==> config.mk <==
export PLATFORM = sky130hd
export DESIGN_NAME = wb_arbiter
export DESIGN_NICKNAME = d
export VERILOG_FILES = /design/src/rtl/wb_arbiter.sv
export SDC_FILE = /design/constraint.sdc
export NUM_CORES = 1
export LEC_CHECK = 0
export CORE_AREA = 2 2 113 115
export DETAILED_ROUTE_END_ITERATION = 8
export DIE_AREA = 0 0 115 117
export PLACE_DENSITY = 0.66
export REMOVE_ABC_BUFFERS = 1
export SYNTH_ARGS = -nofsm -noshare
export SYNTH_HDL_FRONTEND = slang
export SYNTH_SLANG_ARGS = --single-unit
==> constraint.sdc <==
create_clock -name clk -period 2.5 [get_ports clk]
set_clock_uncertainty 0.05 [all_clocks]
set_input_delay 0.5 -clock clk [delete_from_list [all_inputs] [get_ports clk]]
set_output_delay 0.5 -clock clk [all_outputs]
set_load 0.01 [all_outputs]
==> src/rtl/wb_arbiter.sv <==
// rtl/wb_arbiter.sv - round-robin Wishbone B4 pipelined arbiter with outstanding cap and watchdog
module wb_arbiter #(
    parameter int NrMasters      = 2,
    parameter int AddrWidth      = 32,
    parameter int DataWidth      = 32,
    parameter int MaxOutstanding = 4,
    parameter int TimeoutCycles  = 1024
) (
    input  logic                              clk,
    input  logic                              rst,
    input  logic [NrMasters-1:0]              m_cyc_i,
    input  logic [NrMasters-1:0]              m_stb_i,
    input  logic [NrMasters-1:0]              m_we_i,
    input  logic [NrMasters*AddrWidth-1:0]    m_adr_i,
    input  logic [NrMasters*DataWidth/8-1:0]  m_sel_i,
    input  logic [NrMasters*DataWidth-1:0]    m_dat_i,
    output logic [DataWidth-1:0]              m_dat_o,
    output logic [NrMasters-1:0]              m_ack_o,
    output logic [NrMasters-1:0]              m_err_o,
    output logic [NrMasters-1:0]              m_stall_o,
    output logic                              s_cyc_o,
    output logic                              s_stb_o,
    output logic                              s_we_o,
    output logic [AddrWidth-1:0]              s_adr_o,
    output logic [DataWidth/8-1:0]            s_sel_o,
    output logic [DataWidth-1:0]              s_dat_o,
    input  logic [DataWidth-1:0]              s_dat_i,
    input  logic                              s_ack_i,
    input  logic                              s_err_i,
    input  logic                              s_stall_i,
    output logic [NrMasters-1:0]              grant_o,
    output logic                              timeout_o
);

    localparam int SelWidth = DataWidth / 8;
    localparam int IdxW     = (NrMasters > 1) ? $clog2(NrMasters) : 1;
    localparam int OutW     = $clog2(MaxOutstanding + 1);
    localparam int WdW      = (TimeoutCycles > 1) ? $clog2(TimeoutCycles) : 1;

    localparam logic [OutW-1:0] OutMax = OutW'(MaxOutstanding);
    localparam logic [WdW-1:0]  WdLast = WdW'((TimeoutCycles > 0) ? TimeoutCycles - 1 : 0);
    localparam logic [IdxW-1:0] IdxLast = IdxW'(NrMasters - 1);

    typedef enum logic [1:0] {
        IDLE  = 2'd0,
        BUSY  = 2'd1,
        ABORT = 2'd2
    } state_e;

    state_e          state_q, state_d;
    logic [IdxW-1:0] owner_q, owner_d;
    logic [IdxW-1:0] last_q, last_d;
    logic [OutW-1:0] out_q, out_d;
    logic [WdW-1:0]  wd_q, wd_d;

    logic            busy;
    logic            own_cyc;
    logic            own_stb;
    logic            resp;
    logic            cap;
    logic            wd_fire;
    logic            accept;
    logic            found;
    logic [IdxW-1:0] pick;
    logic [IdxW-1:0] cand;
    int              csum;

    assign busy    = (state_q == BUSY);
    assign m_dat_o = s_dat_i;

    // Owner-side request decode, cap and watchdog condition for the current cycle
    always_comb begin
        own_cyc = m_cyc_i[owner_q];
        own_stb = m_stb_i[owner_q];
        resp    = busy & (s_ack_i | s_err_i);
        // A response in the same cycle frees a slot, so the cap only holds without one
        cap     = (out_q == OutMax) & ~resp;
        wd_fire = (TimeoutCycles > 0) && busy && (out_q != '0) && !resp && (wd_q == WdLast);
    end

    // Slave-side forwarding and per-master responses, combinational from the registered owner
    always_comb begin
        s_cyc_o   = busy & own_cyc;
        s_stb_o   = busy & own_stb & ~cap;
        s_we_o    = m_we_i[owner_q];
        s_adr_o   = m_adr_i[owner_q*AddrWidth +: AddrWidth];
        s_sel_o   = m_sel_i[owner_q*SelWidth +: SelWidth];
        s_dat_o   = m_dat_i[owner_q*DataWidth +: DataWidth];
        m_stall_o = '1;
        m_ack_o   = '0;
        m_err_o   = '0;
        grant_o   = '0;
        timeout_o = wd_fire;
        if (state_q != IDLE) begin
            grant_o[owner_q] = 1'b1;
        end
        if (busy) begin
            m_stall_o[owner_q] = s_stall_i | cap;
            m_ack_o[owner_q]   = s_ack_i;
            m_err_o[owner_q]   = s_err_i | wd_fire;
        end
        accept = s_stb_o & ~s_stall_i;
    end

    // Round-robin search starting one past the previous owner
    always_comb begin
        found = 1'b0;
        pick  = '0;
        cand  = '0;
        csum  = 0;
        for (int k = 1; k <= NrMasters; k++) begin
            csum = int'(last_q) + k;
            if (csum >= NrMasters) begin
                csum = csum - NrMasters;
            end
            cand = IdxW'(csum);
            if (!found && m_cyc_i[cand]) begin
                found = 1'b1;
                pick  = cand;
            end
        end
    end

    // Next-state logic: arbitration, outstanding tracking and watchdog
    always_comb begin
        state_d = state_q;
        owner_d = owner_q;
        last_d  = last_q;
        out_d   = out_q;
        wd_d    = wd_q;
        unique case (state_q)
            IDLE: begin
                if (found) begin
                    state_d = BUSY;
                    owner_d = pick;
                    last_d  = pick;
                    out_d   = '0;
                    wd_d    = '0;
                end
            end
            BUSY: begin
                if (!own_cyc) begin
                    state_d = IDLE;
                    out_d   = '0;
                    wd_d    = '0;
                end else if (wd_fire) begin
                    state_d = ABORT;
                    out_d   = '0;
                    wd_d    = '0;
                end else begin
                    // A response with nothing outstanding is ignored so the count never wraps
                    if (accept && !(resp && (out_q != '0))) begin
                        out_d = out_q + 1'b1;
                    end else if (!accept && resp && (out_q != '0)) begin
                        out_d = out_q - 1'b1;
                    end
                    if ((TimeoutCycles > 0) && (out_q != '0) && !resp) begin
                        wd_d = wd_q + 1'b1;
                    end else begin
                        wd_d = '0;
                    end
                end
            end
            ABORT: begin
                if (!own_cyc) begin
                    state_d = IDLE;
                end
            end
            default: begin
                state_d = IDLE;
            end
        endcase
    end

    // State registers; master 0 wins the first arbitration after reset
    always_ff @(posedge clk) begin
        if (rst) begin
            state_q <= IDLE;
            owner_q <= '0;
            last_q  <= IdxLast;
            out_q   <= '0;
            wd_q    <= '0;
        end else begin
            state_q <= state_d;
            owner_q <= owner_d;
            last_q  <= last_d;
            out_q   <= out_d;
            wd_q    <= wd_d;
        end
    end

endmodule

==> results.py <==
metrics = {
    "clock_tree": {
        "hold_buffers": 0,
        "clockBufferDepth": 2,
        "cts_made_buffers": 3,
        "clk_pin_slew_ps": 50,
        "cts_sinks": 17,
        "cts_root_buffer": "clkbuf_16",
        "cts_tree": "done",
        "cts_max_level": 1,
        "clock_latency_ps": 250,
    },
    "layout": {
        "drive_gt1_frac": 0.249,
        "fin_area_sq_um": 4600,
        "final_cell_mix": "clkdlybuf4s50_1, mux2_2, buf_4",
        "n_antenna_cell": 0,
        "finalNetCount": 639,
        "layout_commonest_cell": "clkdlybuf4s50_1",
        "synthToLayoutAreaGrowth_pct": 118,
    },
    "sta": {
        "tightestPinTransition_ps": 402,
        "whs_ps": 450,
        "period_share": 0.961,
        "layout_min_cycle_time_ps": 2400,
        "finalSetupViolations": 0,
        "max_slew_margin": 0.731,
        "rsz0062_at_grt": "false",
        "drv_slew": 0,
        "fin_tns_setup_ps": 0,
        "fmax_ghz": 0.416,
        "hold_viol_final": 0,
    },
    "pwr": {
        "power_density_nw_per_um2": 302,
        "peakVddDrop_mv": 0.185,
        "p_leak_nw": 1.72,
    },
    "critical_path": {
        "crit_path_max_fanout": 2,
        "cp_slowest_cell": "clkdlybuf4s50_1",
        "worst_ep_arrival_time_ps": 1850,
        "crit_chain": "dlygate4sd2_1, buf_4, o21ai_0, a31oi_1, nand2_1, clkdlybuf4s50_1",
        "path_class": "input pin to output port",
        "startpoint_type": "input pin",
        "critical_path.top_delay_family": "buffers and inverters",
        "worst-path-buf-inv": 3,
        "cp.required_ps": 1950,
        "cp-end-kind": "output port",
        "slowest_delay_ps": 530,
    },
    "yosys": {
        "synthCells": 244,
        "synth.area.top_cells": "mux2_2, dfxtp_1, buf_4, nor2_1, a21oi_1",
        "synth_top_area_share": 0.374,
        "synth_cell_types": 46,
        "synthSimpleGateAreaFrac": 0.179,
        "async_reset_ff_frac": 0,
        "yosysWarnings": 0,
        "ys_ff_latch": 17,
        "synth-xor-area-share": 0.0208,
        "synth_area_leader_cell": "mux2_2",
        "yosys-mux-area-fraction": 0.384,
        "synth_edf_count": 0,
        "synth_flop_cell": "dfxtp_1",
        "yosysSeqAreaShare": 0.162,
        "synth_compound_area_frac": 0.0932,
        "synth_top_family_by_area": "multiplexers",
        "avgSynthCellArea_sq_um": 8.64,
        "yosys.area_share.adder": 0.0154,
        "netlist_area_sq_um": 2110,
    },
    "die": {
        "initial_core_util": 0.171,
        "row_count": 41,
        "die_area_sq_um": 13500,
        "dieHeight_um": 117,
        "core_area_sq_um": 12300,
        "ios": 291,
        "die_width_um": 115,
    },
    "grt": {
        "grt_max_degree": 31,
        "grt.total_usage": 0.162,
        "grt_overflow_total": 0,
        "grt_pass1_vias": 2740,
        "grt_pass1_wl_um": 16000,
        "antenna_found_initial": 0,
    },
    "placement": {
        "numPortBuffers": 226,
        "postPlaceCellArea_sq_um": 4470,
        "gp_congestion": 0.843,
        "post-dp-hpwl_um": 10400,
    },
    "min_path": {
        "hp-class": "flip-flop to flip-flop",
    },
    "drt": {
        "drc": 0,
        "finalWirelength_um": 11900,
        "num_vias": 2683,
        "first_pass_iters": 4,
        "wl_per_cell_um": 19.7,
        "antenna_left": 0,
        "drt_iter0_drc": 91,
        "avgViaCountPerCell": 4.42,
    },
    "status": {
        "run_status": "complete, no violations",
    },
    "flow_run": {
        "drv_cap": 0,
    },
}
[area by class of cell]
class | count | area (sq um)
clock buffers | 4 | 78.8
fillers | 1281 | 7710
inverters | 5 | 18.8
multi-input cells | 179 | 1480
flip-flops and latches | 17 | 345
well taps | 150 | 188
repair buffers | 252 | 2490
[worst paths after layout]
check	start	end	slack, ps	cells after the start
worst max-delay path	s_err_i	m_stall_o[0]	100	6
worst min-delay path	last_q	last_q	450	1
worst max register to register	state_q[1]	out_q[1]	300	8
worst min register to register	last_q	last_q	450	1
[kinds of logic after synthesis]
logic type | Yosys count
buffers and inverters | 48
xor gates and xnor gates | 5
adders and majority gates | 2
muxes | 72
DFF | 17
AOI/OAI and AO/OA | 31
and+or+nand+nor | 69
[synth_stat cells (2+ instances only)]
library cell,count
mux2_2,70
buf_4,32
nor2_1,21
dfxtp_1,17
a21oi_1,10
nand2_1,10
buf_2,6
nor3_1,6
o21ai_0,6
inv_1,5
nand4_1,5
nand3_1,4
and3_1,3
clkbuf_1,3
nor2b_1,3
xor2_1,3
a211oi_1,2
a31oi_1,2
and2_1,2
buf_1,2
mux2i_1,2
nor3b_1,2
nor4b_1,2
o211ai_1,2
or3_4,2
xnor2_1,2
[power by group]
group          total (W)  switching, W  internal (W)
clock           0.000325      0.000108      0.000217
sequential      0.000288     0.0000111      0.000276
combinational   0.000779      0.000266      0.000512
total            0.00139      0.000385       0.00101
[sequential cells by signal, summed over array words and instances (netlist names)]
register / cells
out_q: 3
state_q: 2
last_q: 1
owner_q: 1
wd_q: 10
[repair_timing]
item,in CTS,in global routing
resized for setup,11,8
pin swaps,2,2
setup buffers,1,2
endpoints found under the setup margin,6,6
[metrics by stage]
stage / cells / power, W / setup WS (ps) / utilization
floorplan: 201 / 0.000542 / -1260 / -
global placement: 600 / 0.00106 / -437 / 0.363
detailed placement: 600 / 0.00107 / -432 / 0.363
CTS: 605 / 0.00140 / 16.3 / 0.371
global route: 607 / 0.00146 / 9.64 / 0.374
finish: 607 / 0.00139 / 96.7 / 0.374
[per-layer routing]
layer  vias up  GRT usage  wire length, um
met3         7     0.0783             1170
li1       1279          -                -
met2       149      0.265             5830
met1      1246      0.197             4870
met4         2     0.0169               42
met5         -     0.0296               39
Note: power is estimated with default switching activity, not from simulation.
